==> src/rtl/div_controller.sv <==
// div_controller: signed restoring divider, one shift-subtract step per cycle, quotient toward zero.
// Optional DIV_ZERO_DETECT_EN adds a div_by_zero flag and an early exit for a zero divisor.
module div_controller #(
  parameter int WIDTH = 8
) (
  input  logic             clk,
  input  logic             rst,
  input  logic             start,
  input  logic [WIDTH-1:0] dividend,
  input  logic [WIDTH-1:0] divisor,
  output logic [WIDTH-1:0] quotient,
  output logic [WIDTH-1:0] remainder,
`ifdef DIV_ZERO_DETECT_EN
  output logic             div_by_zero,
`endif
  output logic             done
);
  localparam int CW = $clog2(WIDTH + 1);
`ifdef DIV_ZERO_DETECT_EN
  localparam bit ZD = 1'b1;
`else
  localparam bit ZD = 1'b0;
`endif
  typedef enum logic [1:0] {IDLE, RUN, FIX, DONE} state_t;
  state_t state_q, state_d;
  logic [CW-1:0] cnt_q, cnt_d;
  logic sn_q, sn_d, sq_q, sq_d, zf_q, zf_d, done_q, done_d, dz, ge;
  logic [WIDTH:0] dvs_q, dvs_d, shf;
  logic [WIDTH-1:0] acc_q, acc_d, par_q, par_d, quo_q, quo_d, rem_q, rem_d, mag;
`ifdef DIV_ZERO_DETECT_EN
  logic dbz_q, dbz_d;
  assign div_by_zero = dbz_q;
`endif
  assign quotient  = quo_q;
  assign remainder = rem_q;
  assign done      = done_q;
  // Dividend magnitude fits WIDTH bits even for the most-negative value; the divisor needs one more
  assign mag = dividend[WIDTH-1] ? -dividend : dividend;
  assign shf = {par_q, acc_q[WIDTH-1]};
  assign ge  = shf >= dvs_q;
  assign dz  = ZD && divisor == '0;
  always_ff @(posedge clk) begin
    if (rst) state_q <= IDLE;
    else     state_q <= state_d;
  end
  always_comb begin
    state_d = state_q;
    case (state_q)
      IDLE:    state_d = start ? (dz ? DONE : RUN) : IDLE;
      RUN:     state_d = cnt_q == CW'(WIDTH - 1) ? FIX : RUN;
      FIX:     state_d = DONE;
      default: state_d = IDLE;
    endcase
  end
  always_comb begin
    cnt_d  = cnt_q;
    sn_d   = sn_q;
    sq_d   = sq_q;
    zf_d   = zf_q;
    dvs_d  = dvs_q;
    acc_d  = acc_q;
    par_d  = par_q;
    quo_d  = quo_q;
    rem_d  = rem_q;
    done_d = 1'b0;
`ifdef DIV_ZERO_DETECT_EN
    dbz_d  = dbz_q;
`endif
    if (state_q == IDLE && start) begin
      cnt_d = '0;
      sn_d  = dividend[WIDTH-1];
      sq_d  = dividend[WIDTH-1] ^ divisor[WIDTH-1];
      zf_d  = dz;
      dvs_d = divisor[WIDTH-1] ? -{1'b1, divisor} : {1'b0, divisor};
      acc_d = mag;
      par_d = dz ? mag : '0;
    end
    if (state_q == RUN) begin
      cnt_d = cnt_q + CW'(1);
      acc_d = {acc_q[WIDTH-2:0], ge};
      par_d = ge ? WIDTH'(shf - dvs_q) : shf[WIDTH-1:0];
    end
    // Zero-divisor early exit finishes from DONE, keeping the remainder path shared
    if (state_q == FIX || (state_q == DONE && zf_q)) begin
      quo_d  = zf_q ? '1 : (sq_q ? -acc_q : acc_q);
      rem_d  = sn_q ? -par_q : par_q;
      done_d = 1'b1;
`ifdef DIV_ZERO_DETECT_EN
      dbz_d  = zf_q;
`endif
    end
  end
  always_ff @(posedge clk) begin
    if (rst) begin
      cnt_q  <= '0;
      sn_q   <= 1'b0;
      sq_q   <= 1'b0;
      zf_q   <= 1'b0;
      dvs_q  <= '0;
      acc_q  <= '0;
      par_q  <= '0;
      quo_q  <= '0;
      rem_q  <= '0;
      done_q <= 1'b0;
`ifdef DIV_ZERO_DETECT_EN
      dbz_q  <= 1'b0;
`endif
    end else begin
      cnt_q  <= cnt_d;
      sn_q   <= sn_d;
      sq_q   <= sq_d;
      zf_q   <= zf_d;
      dvs_q  <= dvs_d;
      acc_q  <= acc_d;
      par_q  <= par_d;
      quo_q  <= quo_d;
      rem_q  <= rem_d;
      done_q <= done_d;
`ifdef DIV_ZERO_DETECT_EN
      dbz_q  <= dbz_d;
`endif
    end
  end
endmodule

==> config.mk <==
export PLATFORM = sky130hd
export DESIGN_NAME = div_controller
export DESIGN_NICKNAME = d
export VERILOG_FILES = /design/src/rtl/div_controller.sv
export SDC_FILE = /design/constraint.sdc
export NUM_CORES = 1
export LEC_CHECK = 0
export BUFFER_PORTS_ARGS = -buffer_cell sky130_fd_sc_hd__buf_2
export CAP_MARGIN = 20
export CORE_MARGIN = 5
export CORE_UTILIZATION = 40
export DETAILED_ROUTE_END_ITERATION = 12
export MAX_ROUTING_LAYER = met4
export PLACE_DENSITY_LB_ADDON = 0.1
export SLEW_MARGIN = 20
export SYNTH_ARGS = -nofsm -noshare
export SYNTH_HDL_FRONTEND = slang
export SYNTH_SLANG_ARGS = --single-unit
==> constraint.sdc <==
create_clock -name clk -period 2.4 [get_ports clk]
set_input_delay 0.48 -clock clk [delete_from_list [all_inputs] [get_ports clk]]
set_output_delay 0.48 -clock clk [all_outputs]
set_load 0.05 [all_outputs]
==> metrics.cfg <==
[critical_path]
cp.arrival_ns = 2.25
max_stage_delay_ns = 0.34
crit_buf_inv = 1
end_kind = register
crit_type = reg -> reg
required_ns = 2.60
crit_fanout = 8
crit_slowest_cell = dfxtp_1
crit_family = compound AO/OA/AOI/OAI gates
crit_chain = inv_1 > ha_1 > nand2b_1 > a211o_1 > o211ai_1 > a31oi_4 > mux2i_1 > a22o_1
startpoint_type = register

[placement]
place_inst = 468
globalplace.congestion = 0.816
hpwl_um = 4610
io_buffers = 35
postPlaceCellArea_um2 = 3130

[power_and_ir_drop]
ir_drop_v = 0.000237
power_leakage_uw = 0.00130
fin_total_pwr_uw = 2260
p_per_area_nw_per_um2 = 700
p_seq_share_pct = 42.0
p_sw_share_pct = 34.5
p_int_uw = 1480
p_comb_share_pct = 35.2
p_clk_share_pct = 22.9
p_switching_uw = 779

[clocking]
cts_setup_buffers = 0
tritoncts = yes
cts_root_buf = clkbuf_8
insertion_delay_ns = 0.30
ctsResizeCount = 0
max-clock-path-buffers = 2
htree_levels = 2
ctsHoldBuffers = 0
clkTransAtPathRegs_ns = 0.09
cts_made_buffers = 5
numClockSinks = 50

[timing]
hold_viol = 0
finClkSkew_ns = 0.0106
worstMarginPinSlew_ns = 0.666
tns_ns = 0
fin_crit_sh_pct = 85.7
rsz0062_at_grt = false
setup_viol = 0
max_slew_margin_pct = 55.5
max_freq_mhz = 486
finalCriticalPeriod_ns = 2.06
drv_slew = 0

[finish]
layout_common_cells = dfxtp_1, nor2_1, nand2_1, buf_2, a211oi_1
fin_area_um2 = 3230
instances_no_fill = 476
fillers = 738
area_growth_syn_to_layout_pct = 13.9
finalNetCount = 413
final_util_pct = 47.2
diodes = 0
drive_above_1_share_pct = 15.0
mostFrequentLayoutCell = dfxtp_1

[synthesis]
seq_area_frac_synth_pct = 35.3
syn_area_um2 = 2830
synth_cell_types = 37
async_flop_share_pct = 0
yosysTopAreaCell = dfxtp_1
synth.avg_cell_area_um2 = 8.19
synth_top_area_share_pct = 35.3
syn-num-nets = 380
yosysWarnings = 0
synth-seq-cells = 50
synth_area_leaders = dfxtp_1, nor2_1, ha_1
synth_ff_type = dfxtp_1
synth-edff-count = 0
syn_inst = 346

[drt]
vias_per_cell = 4.92
drcViolationCount = 0
num_vias = 2344
drtAntennaViolNets = 0
dr.pass1.iters = 4
drt_iter0_markers = 161
avgRoutedWirePerCell_um = 12.7
wl_um = 6030

[floorplan]
ios = 36
dieHeight_um = 94.2
fp.dieArea_um2 = 8870
initial_core_util_pct = 41.5
die_w_um = 94.2
core_um2 = 6830
num_rows = 30

[outcome]
status = finished clean

[run]
maxCapViolations = 0

[worst_hold_path]
hold_class = in -> reg

[global_route]
grt_pass1_wl_um = 10100
grt_overflow_total = 0
antenna_found_initial = 0
grt_use_total_pct = 14.7
grt_start_max_net_pins = 32
grt_pass1_vias = 2062

==> cells in the mapped netlist, drive strengths merged (2+ instances only) <==
library cell,n
nand2,35
xnor2,12
ha,14
nand2b,5
nor2,49
a21oi,19
mux2i,12
nand3b,2
inv,20
or3,2
o21a,3
nor2b,7
o211ai,2
a22oi,5
nor4,2
o31ai,9
dfxtp,50
a21o,2
clkbuf,19
nor3,7
a211oi,22
o21ai,11
xor2,16
nand4,3
nand3,4
a221oi,4
==> flip-flops by register name, indices dropped and copies added (netlist names), 2 cells and up <==
signal / count
dvs_q: 9
acc_q: 8
par_q: 8
quotient: 8
remainder: 8
cnt_q: 4
state_q: 2
==> kinds of logic (layout without fill, tap and decap cells) <==
family | Yosys count | after routing | share of synthesized area, %
AOI/OAI and AO/OA | 83 | 83 | 21.1
xor gates and xnor gates | 28 | 28 | 8.66
adders and majority gates | 15 | 15 | 6.89
buffers and inverters | 39 | 73 | 5.17
DFF | 50 | 50 | 35.3
muxes | 12 | 12 | 4.24
and+or+nand+nor | 119 | 119 | 18.6
==> through the flow <==
| stage | hold WS [ns] | setup WS, ns |
|---|---|---|
| 5_1_grt | 0.425 | 0.179 |
| 6_report | 0.417 | 0.344 |
| 3_3_place_gp | 0.445 | 0.360 |
| 4_1_cts | 0.408 | 0.338 |
| 2_1_floorplan | 0.430 | 0.539 |
| 3_5_place_dp | 0.448 | 0.366 |
==> metal layers <==
metal  global-route usage (%)  vias to the layer above  part of all wire, %
li1                         -                     1271                    -
met1                     21.4                     1013                   55
met2                     20.6                       55                   39
met3                     2.88                        5                  4.8
met4                     3.97                        0                  1.1
met5                        -                        -                    0
==> cell type report <==
| class | instances | area (um2) | area share, % |
|---|---|---|---|
| multi-input cells | 257 | 1690 | 52.3 |
| flip-flops and latches | 50 | 1000 | 31.0 |
| repair buffers | 45 | 250 | 7.76 |
| well taps | 96 | 120 | 3.72 |
| clock buffers | 7 | 86.3 | 2.68 |
| inverters | 20 | 75.1 | 2.33 |
| clock inverters | 1 | 5.00 | 0.155 |
==> power groups by stage <==
| stage | Sequential (uW) | Clock, uW | Combinational [uW] |
|---|---|---|---|
| finish | 948 | 516 | 794 |
| global route | 958 | 574 | 889 |
| detailed placement | 969 | 0 | 794 |
| global placement | 967 | 0 | 788 |
| floorplan | 952 | 0 | 630 |
| CTS | 949 | 543 | 799 |
==> worst paths after layout <==
check / start / endpoint / slack [ns] / cells after the start
hold / removal: rst / par_q[2] / 0.42 / 2
hold reg to reg: dvs_q[8] / dvs_q[8] / 0.45 / 2
setup / recovery: acc_q[7] / par_q[0] / 0.34 / 8
setup reg to reg: acc_q[7] / par_q[0] / 0.34 / 8
(Power assumes the default switching activity.)
